<file path="src/rtl/prl_tx_scheduler.sv">
// Protocol-layer transmit scheduler: arbitrates the shared PHY transmitter between
// SOP* messages and Hard/Cable Reset requests, reporting outcomes as sticky ALERT bits.
module prl_tx_scheduler #(
    parameter int CNT_W       = 10,
    parameter int CRC_TIMEOUT = 900,
    parameter int HR_TIMEOUT  = 900
) (
    input  logic        CLK,
    input  logic        reset,
    input  logic [7:0]  iTRANSMIT,
    input  logic        iTRANSMIT_wr,
    input  logic        iPHY_tx_done,
    input  logic        iGoodCRC,
    input  logic [15:0] iALERT_clr,
    output logic        oPHY_tx_start,
    output logic [2:0]  oPHY_tx_type,
    output logic        oBusy,
    output logic [15:0] oALERT,
    output logic        oPHY_Stop_Attempting_Reset
);

    localparam logic [7:0] IDLE      = 8'b0000_0001;
    localparam logic [7:0] START     = 8'b0000_0010;
    localparam logic [7:0] WAIT_DONE = 8'b0000_0100;
    localparam logic [7:0] WAIT_CRC  = 8'b0000_1000;
    localparam logic [7:0] RETRY     = 8'b0001_0000;
    localparam logic [7:0] RST_START = 8'b0010_0000;
    localparam logic [7:0] RST_WAIT  = 8'b0100_0000;
    localparam logic [7:0] REPORT    = 8'b1000_0000;

    localparam logic [CNT_W-1:0] CRC_LIM = CNT_W'(CRC_TIMEOUT - 1);
    localparam logic [CNT_W-1:0] HR_LIM  = CNT_W'(HR_TIMEOUT - 1);

    logic [7:0]       state;
    logic [2:0]       tx_type_q;
    logic [1:0]       retry_q;
    logic [1:0]       attempts;
    logic [CNT_W-1:0] timer;
    logic [CNT_W-1:0] timer_inc;
    logic             result_ok;
    logic [2:0]       wr_type;
    logic             wr_msg;
    logic             wr_rst;
    logic             in_msg;
    logic             preempt;
    logic             discard;
    logic [15:0]      set_bits;
    logic             unused_transmit_bits;

    assign wr_type   = iTRANSMIT[2:0];
    assign wr_msg    = iTRANSMIT_wr && (wr_type <= 3'd4);
    assign wr_rst    = iTRANSMIT_wr && ((wr_type == 3'd5) || (wr_type == 3'd6));
    assign in_msg    = |(state & (START | WAIT_DONE | WAIT_CRC | RETRY));
    assign preempt   = wr_rst && in_msg;
    assign discard   = preempt || (wr_msg && (state != IDLE));
    assign timer_inc = (timer == {CNT_W{1'b1}}) ? timer : timer + CNT_W'(1);
    assign oBusy     = (state != IDLE);

    assign unused_transmit_bits = &{1'b0, iTRANSMIT[7:6], iTRANSMIT[3]};

    // Bit 5 flags any refused or aborted message; bits 6/4 carry the final result.
    always_comb begin
        set_bits = 16'h0000;
        if (discard) begin
            set_bits[5] = 1'b1;
        end
        if (state == REPORT) begin
            set_bits[6] = result_ok;
            set_bits[4] = ~result_ok;
        end
    end

    always_ff @(posedge CLK or posedge reset) begin
        if (reset) begin
            state                      <= IDLE;
            tx_type_q                  <= 3'd0;
            retry_q                    <= 2'd0;
            attempts                   <= 2'd0;
            timer                      <= '0;
            result_ok                  <= 1'b0;
            oPHY_tx_start              <= 1'b0;
            oPHY_tx_type               <= 3'd0;
            oALERT                     <= 16'h0000;
            oPHY_Stop_Attempting_Reset <= 1'b0;
        end else begin
            oALERT        <= (oALERT & ~iALERT_clr) | set_bits;
            oPHY_tx_start <= 1'b0;
            // A reset request aborts the message outright; late done/GoodCRC are dropped.
            if (preempt) begin
                state     <= RST_START;
                tx_type_q <= wr_type;
                attempts  <= 2'd0;
            end else begin
                case (state)
                    IDLE: begin
                        if (wr_msg) begin
                            tx_type_q <= wr_type;
                            retry_q   <= iTRANSMIT[5:4];
                            state     <= START;
                        end else if (wr_rst) begin
                            tx_type_q <= wr_type;
                            state     <= RST_START;
                        end
                    end
                    START: begin
                        oPHY_tx_start <= 1'b1;
                        oPHY_tx_type  <= tx_type_q;
                        state         <= WAIT_DONE;
                    end
                    WAIT_DONE: begin
                        if (iPHY_tx_done) begin
                            timer <= '0;
                            state <= WAIT_CRC;
                        end
                    end
                    WAIT_CRC: begin
                        timer <= timer_inc;
                        if (iGoodCRC) begin
                            result_ok <= 1'b1;
                            state     <= REPORT;
                        end else if (timer >= CRC_LIM) begin
                            state <= RETRY;
                        end
                    end
                    RETRY: begin
                        if (attempts < retry_q) begin
                            attempts <= attempts + 2'd1;
                            state    <= START;
                        end else begin
                            result_ok <= 1'b0;
                            state     <= REPORT;
                        end
                    end
                    RST_START: begin
                        oPHY_tx_start <= 1'b1;
                        oPHY_tx_type  <= tx_type_q;
                        timer         <= '0;
                        state         <= RST_WAIT;
                    end
                    RST_WAIT: begin
                        timer <= timer_inc;
                        if (iPHY_tx_done) begin
                            result_ok <= 1'b1;
                            state     <= REPORT;
                        end else if (timer >= HR_LIM) begin
                            oPHY_Stop_Attempting_Reset <= 1'b1;
                            result_ok                  <= 1'b0;
                            state                      <= REPORT;
                        end
                    end
                    REPORT: begin
                        attempts <= 2'd0;
                        state    <= IDLE;
                    end
                    default: state <= IDLE;
                endcase
            end
        end
    end

endmodule

</file>
<file path="config.mk">
export PLATFORM = sky130hd
export DESIGN_NAME = prl_tx_scheduler
export DESIGN_NICKNAME = d
export VERILOG_FILES = /design/src/rtl/prl_tx_scheduler.sv
export SDC_FILE = /design/constraint.sdc
export NUM_CORES = 1
export LEC_CHECK = 0
export BUFFER_PORTS_ARGS = -buffer_cell sky130_fd_sc_hd__clkbuf_2
export CAP_MARGIN = 20
export CORE_MARGIN = 5
export CORE_UTILIZATION = 50
export CTS_CLUSTER_SIZE = 24
export DETAILED_ROUTE_END_ITERATION = 8
export PLACE_DENSITY = 0.81
export SYNTH_ARGS = -nofsm -noshare
export SYNTH_HDL_FRONTEND = slang
export SYNTH_SLANG_ARGS = --single-unit
export TNS_END_PERCENT = 50
</file>
<file path="constraint.sdc">
create_clock -name CLK -period 2.6 [get_ports CLK]
set_clock_uncertainty 0.05 [all_clocks]
set_input_delay 0.52 -clock CLK [delete_from_list [all_inputs] [get_ports CLK]]
set_output_delay 0.52 -clock CLK [all_outputs]
set_load 0.02 [all_outputs]
</file>
==> run metrics, run 1 <==
die width 77.8 um; sequential fraction of the synthesis area 51.2%; ant diodes 0; TNS Setup 0 ns; most common cell after layout, fill and taps aside clkbuf_2; DR iter-0 viols 225; initial antenna violation count 0; Cell Chain, Critical Path nor3_4 > nor4b_4 > and3b_1 > inv_2 > clkbuf_2; DRT Wirelength 4820 um; Ys Warns 0; Yosys reg bits 47; Die Y-Extent 77.8 um; cell count after synthesis 207; measured slew at the worst slew-check pin 0.600 ns; status finished, final reports clean; # DRC 0; number of synthesized flops with an enable pin 0; CP Launch Type register; largest net degree at the start of global routing 31; GR met2 Demand/Resource 28.6%; GRT met3 Usage 4.51%; Synth Area per Inst 11.1 um2; H-tree depth 2; DP Area 2600 um2; Worst setup EP type primary output; Pwr per Cell Area 889 nW/um2; first-pass GRT wire length 8280 um; synthesized cell area 2300 um2; Inserted Clock Buffers 5; clk sinks 47; Worst R2R Setup Slack 0.37 ns; area grow syn2layout 18.2%; DRT Pass-1 Iters 4; achievable clock frequency 0.420 GHz; maximum fanout along the worst path 6; Sw Pwr 855 uW; asr flop ratio synth 100%; number of global-route vias before repair 1805; critical path type reg -> out; Core Box Area 4410 um2; final period utilization 91.6%; clock root buffer clkbuf_8; CTS tree done; I/O Pins 51; wire per inst 15.3 um; hold_buf cts 0; Comb pwr share 33.9%; post_cts resized 0; Synth cell types 57; slowest CP cell dfrtp_1; Leak 0.00134 uW; RSZ-0062 raised after global routing no; switching part of the total power 35.3%; I/O Buffers 47; final worst setup slack 0.219 ns; RR Startpoint state[3]; insertion delay to the later sink of the worst-skew pair 0.30 ns; post-detail-place hpwl 3680 um; Flop pwr share 43.4%; Hold WC Path Type in -> async; Clock Power Share 22.7%; Clk pin slew, worst setup/hold paths 0.09 ns; row cnt 24; post-CTS setup buffer count 0; Finished Cell Area 2720 um2; Via density 5.70; slowest stage delay, CP 0.48 ns; die area 6060 um2; Total GRT Usage 16.7%; GR Util met1 20.3%; Placer Congestion 0.864; Synth Net Count 238; P_int 1560 uW; Worst EP arrival 1.81 ns; Top FF cell, synth dfrtp_1; commonest cells after routing, fill and taps aside clkbuf_2 (47), dfrtp_1 (46), nand2_1 (15), nor2b_1 (15), nor2_1 (11); worst slack, placed 0.342 ns; Final ANT Viol Nets 0; Crit path required time 2.03 ns; Final min period 2.38 ns; Finished Core Util 61.6%; grt ovf 0; number of nets in the layout 293; reg2reg path depth 5; setup violators final 0; Hold Violations, Final 0; Max-cap violations 0; share of cells above drive strength 1 31.9%; slew margin rel. 59.9%; reg2reg end timer[4]; Starting Density 52.1%; VDD IR max 440 uV; DR vias 1794; Slew Viols, Final 0; CTS max path bufs 2; GR peak layer met2
cells in the mapped netlist (4+ instances only):
cell type / n / share of area [%]
nor2b_1: 15 / 4.1
nand3_1: 9 / 2.0
a21oi_1: 7 / 1.5
inv_1: 10 / 1.6
nor4_1: 5 / 1.4
nor2_1: 11 / 1.8
o21ai_0: 5 / 1.1
nor3_1: 4 / 0.87
mux2_2: 8 / 3.9
dfrtp_1: 46 / 50
nand2_1: 15 / 2.4
flip-flops by register name, indices dropped and copies added (netlist names):
name / cells
oALERT: 16
timer: 10
state: 8
oPHY_tx_type: 3
tx_type_q: 3
attempts: 2
retry_q: 2
oPHY_Stop_Attempting_Reset: 1
oPHY_tx_start: 1
result_ok: 1
cell type report:
type / instances / area (um2)
fillers: 358 / 1690
flip-flops and latches: 47 / 1180
multi-input cells: 145 / 1050
repair buffers: 52 / 273
clock buffers: 5 / 68.8
well taps: 52 / 65.1
clock inverters: 3 / 47.5
inverters: 11 / 41.3
cell families (layout without fill, tap and decap cells):
group	Yosys count	in the layout	share of synthesized area, %
adder cells (fa/ha/maj)	2	2	1.09
buffers and inverters	15	71	3.32
XOR/XNOR	3	3	1.14
AND/OR/NAND/NOR	91	91	26.1
multiplexers	11	11	5.22
AO/OA/AOI/OAI	38	38	12.0
flip-flops	47	47	51.2
critical path: cells and delay by family (launching register included):
kind,cells,cell delay [ns]
flip-flops,1,0.48
AND/OR/NAND/NOR,3,0.78
buffers and inverters,2,0.24
through the flow:
stage	cells	power [uW]	hold WS, ns
detailed placement	307	1880	0.419
CTS	315	2440	0.229
finish	315	2420	0.207
global placement	307	1850	0.401
floorplan	207	1680	0.384
global route	315	2570	0.257
power groups by stage:
| stage | combinational, uW | sequential, uW | clock [uW] |
|---|---|---|---|
| detailed placement | 823 | 1060 | 0 |
| CTS | 830 | 1050 | 566 |
| global placement | 795 | 1050 | 0 |
| global route | 901 | 1070 | 600 |
| floorplan | 602 | 1080 | 0 |
| finish | 820 | 1050 | 550 |
metal layers:
layer | wire length (um) | vias up
met4 | 52 | 0
met5 | 0 | -
li1 | - | 864
met1 | 2050 | 875
met2 | 2460 | 49
met3 | 261 | 6
how the worst max path moves through the flow:
stage                               to  cells past startpoint         start
after floorplan           tx_type_q[0]                      7      state[4]
after global routing             oBusy                      5      state[4]
final                            oBusy                      5      state[4]
after global placement    tx_type_q[0]                      5  iTRANSMIT[2]
after detailed placement  tx_type_q[0]                      5  iTRANSMIT_wr
after CTS                        oBusy                      5      state[4]
Power figures use the tool's default switching activity.
==> inputs of run 2 (changes only) <==
--- a/config.mk
+++ b/config.mk
@@ -5,13 +5,14 @@
 export SDC_FILE = /design/constraint.sdc
 export NUM_CORES = 1
 export LEC_CHECK = 0
+export ABC_AREA = 1
 export BUFFER_PORTS_ARGS = -buffer_cell sky130_fd_sc_hd__clkbuf_2
 export CAP_MARGIN = 20
 export CORE_MARGIN = 5
-export CORE_UTILIZATION = 50
+export CORE_UTILIZATION = 49
 export CTS_CLUSTER_SIZE = 24
 export DETAILED_ROUTE_END_ITERATION = 8
-export PLACE_DENSITY = 0.81
+export PLACE_DENSITY = 0.82
 export SYNTH_ARGS = -nofsm -noshare
 export SYNTH_HDL_FRONTEND = slang
 export SYNTH_SLANG_ARGS = --single-unit
==> constraint.sdc (replaced) <==
create_clock -name CLK -period 2.1 [get_ports CLK]
set_clock_uncertainty 0.05 [all_clocks]
set_input_delay 0.42 -clock CLK [delete_from_list [all_inputs] [get_ports CLK]]
set_output_delay 0.42 -clock CLK [all_outputs]
set_load 0.02 [all_outputs]
==> run 2 against run 1 <==
The flow now finishes with violations (negative hold slack). Clock power up 4.5%. Core utilization down 2.0 points. Cell count up 41%. Highest routed layer unchanged. Synthesized cell count rose by 57%. Sequential power rose by 9.5%. Critical path depth unchanged. Cell area is 5.5% higher.
==> run metrics, run 2 <==
synth cell count leaders nand2_1 (80), nor2_1 (54), inv_1 (49) (was dfrtp_1 (46), nand2_1 (15), nor2b_1 (15)); Hold Violations, Final 1 (was 0); Synth Area per Inst 7.61 um2 (was 11.1 um2); final period utilization 92.0%; max FFs per register 16 (unchanged); Cell Chain, Critical Path nor2_2 > nand2_2 > inv_2 > nand3_2 > clkbuf_2 (was nor3_4 > nor4b_4 > and3b_1 > inv_2 > clkbuf_2); sequential fraction of the synthesis area 47.7% (was 51.2%); maximum fanout along the worst path 6 (unchanged); Top FF cell, synth dfrtp_1 (unchanged); cell count after synthesis 324 (was 207); slew margin rel. 63.4% (was 59.9%); number of synthesized flops with an enable pin 0 (unchanged); Hold WC Path Type in -> async (unchanged); top sig layer met4 (unchanged); CTS tree done (unchanged); met2 WL 2570 um (was 2460 um); Synth cell types 28 (was 57); Pwr per Cell Area 898 nW/um2 (was 889 nW/um2); largest net degree at the start of global routing 18 (was 31); clk sinks 47 (unchanged); Placer Congestion 0.893 (was 0.864); top-count cell post-synth nand2_1 (was dfrtp_1); Met3 Wirelength 242 um (was 261 um); hold_buf cts 0 (unchanged); Via density 4.86 (was 5.70); CP Launch Type register (unchanged); Inserted Clock Buffers 5 (unchanged); I/O Pins 51 (unchanged); status finished, violations left (was finished, final reports clean); number of global-route vias before repair 2128 (was 1805); row cnt 25 (was 24); grt ovf 0 (unchanged); RSZ-0062 raised after global routing no (unchanged); DP Area 2770 um2 (was 2600 um2); commonest cells after routing, fill and taps aside nand2_1 (80), nor2_1 (54), inv_1 (48) (was clkbuf_2 (47), dfrtp_1 (46), nand2_1 (15), nor2b_1 (15), nor2_1 (11)); most common cell after layout, fill and taps aside nand2_1 (was clkbuf_2); die width 80.9 um (was 77.8 um); initial antenna violation count 0 (unchanged); DR iter-0 viols 97 (was 225); area grow syn2layout 16.4% (was 18.2%); Core Box Area 4820 um2 (was 4410 um2); Die Y-Extent 80.9 um (was 77.8 um); post-detail-place hpwl 3900 um (was 3680 um); Crit path required time 1.63 ns (was 2.03 ns); post-CTS setup buffer count 0 (unchanged); Total GRT Usage 17.6% (was 16.7%); CTS max path bufs 2 (unchanged); Starting Density 51.2% (was 52.1%); Worst EP arrival 1.46 ns (was 1.81 ns); Max-cap violations 0 (unchanged); Final min period 1.93 ns; hold slack -0.000238 ns (was 0.207 ns); setup violators final 0 (unchanged); first-pass GRT wire length 9130 um (was 8280 um); Slew Viols, Final 0 (unchanged); Final ANT Viol Nets 0 (unchanged); number of nets in the layout 407 (was 293); measured slew at the worst slew-check pin 0.548 ns (was 0.600 ns); Yosys reg bits 47 (unchanged); DRT Wirelength 5070 um (was 4820 um); die area 6550 um2 (was 6060 um2); VDD IR max 812 uV (was 440 uV); post_cts resized 0 (unchanged); Clk pin slew, worst setup/hold paths 0.09 ns (about the same); slowest stage delay, CP 0.42 ns (was 0.48 ns); Synth top area share 46.7% (was 50.0%); top flop regs oALERT (16), timer (10), state (8) (unchanged); most flop-heavy register oALERT (unchanged); DRT Pass-1 Iters 4 (unchanged); M1 WL 2180 um (was 2050 um); Yosys top cell by area dfrtp_1 (unchanged); DR vias 2156 (was 1794); violated checks negative hold slack; asr flop ratio synth 100% (unchanged); Leak 0.00153 uW (was 0.00134 uW); slowest CP cell dfrtp_1 (unchanged); # DRC 0 (unchanged); Worst setup EP type primary output (unchanged); Ys Warns 0 (unchanged); H-tree depth 2 (unchanged); ant diodes 0 (unchanged); TNS Setup 0 ns (unchanged); main area contributors after synthesis dfrtp_1 (47%), nand2_1 (12%), nor2_1 (8.2%) (was dfrtp_1 (50%), nor2b_1 (4.1%), mux2_2 (3.9%)); clock root buffer clkbuf_8 (unchanged); wire per inst 11.4 um (was 15.3 um); Finished Cell Area 2870 um2 (was 2720 um2); insertion delay to the later sink of the worst-skew pair 0.30 ns (about the same); share of cells above drive strength 1 22.3% (was 31.9%); Synth Net Count 355 (was 238); I/O Buffers 47 (unchanged); critical path type reg -> out (unchanged); synthesized cell area 2470 um2 (was 2300 um2); achievable clock frequency 0.517 GHz
## run 2: layer usage
| layer | GRT usage [%] | up-vias |
|---|---|---|
| li1 | - | 1099 |
| met1 | 22.0 | 1006 |
| met5 | 0 | - |
| met3 | 3.99 | 10 |
| met4 | 6.08 | 0 |
| met2 | 29.8 | 41 |
## run 2: cell families after synthesis
family	count (synthesis)	share of synthesized area, %
AO/OA/AOI/OAI	17	4.36
XOR/XNOR	6	2.13
adder cells (fa/ha/maj)	2	1.01
buffers and inverters	58	9.28
flip-flops	47	47.7
AND/OR/NAND/NOR	194	35.5
## run 2: final timing paths
kind / start / cells after the start / endpoint / slack (ns)
max: state[7] / 5 / oBusy / 0.17
min: reset / 2 / oALERT[14] / -0.0002
max reg2reg: state[0] / 8 / timer[0] / 0.27
max in group asynchronous: reset / 3 / oALERT[5] / 1.47
min reg2reg: tx_type_q[1] / 2 / tx_type_q[1] / 0.43
min in group CLK: iALERT_clr[2] / 2 / oALERT[2] / 0.20
## run 2: worst max-delay path, delay by kind of cell, from the launching register on
kind | cells | cell delay (ns)
and+or+nand+nor | 3 | 0.44
buffers and inverters | 2 | 0.29
DFF | 1 | 0.42
## run 2: stage by stage
step / hold slack, ns / setup slack (ns) / instances / total power [uW] / utilization [%]
5_1_grt: 0.0242 / 0.0654 / 444 / 2780 / 59.6
2_1_floorplan: 0.392 / 0.516 / 324 / 1800 / -
3_5_place_dp: 0.339 / 0.280 / 436 / 2020 / 57.6
3_3_place_gp: 0.334 / 0.316 / 436 / 2000 / 57.6
6_report: -0.000238 / 0.167 / 444 / 2580 / 59.6
4_1_cts: 0.00548 / 0.159 / 444 / 2610 / 59.6
## run 2: layout make-up
| type | count | area (um2) |
|---|---|---|
| fill | 440 | 1950 |
| timing repair buffer | 49 | 250 |
| clock inverter | 3 | 27.5 |
| multi-input combinational | 219 | 1060 |
| sequential | 47 | 1180 |
| inverter | 54 | 203 |
| clock buffer | 5 | 68.8 |
| tap | 67 | 83.8 |
## run 2: power breakdown
part | switching, uW | internal (uW) | leakage, uW | total [uW]
Clock | 328 | 247 | 0.0000467 | 575
Combinational | 569 | 283 | 0.000852 | 852
Sequential | 102 | 1050 | 0.000636 | 1150
Total | 999 | 1580 | 0.00153 | 2580
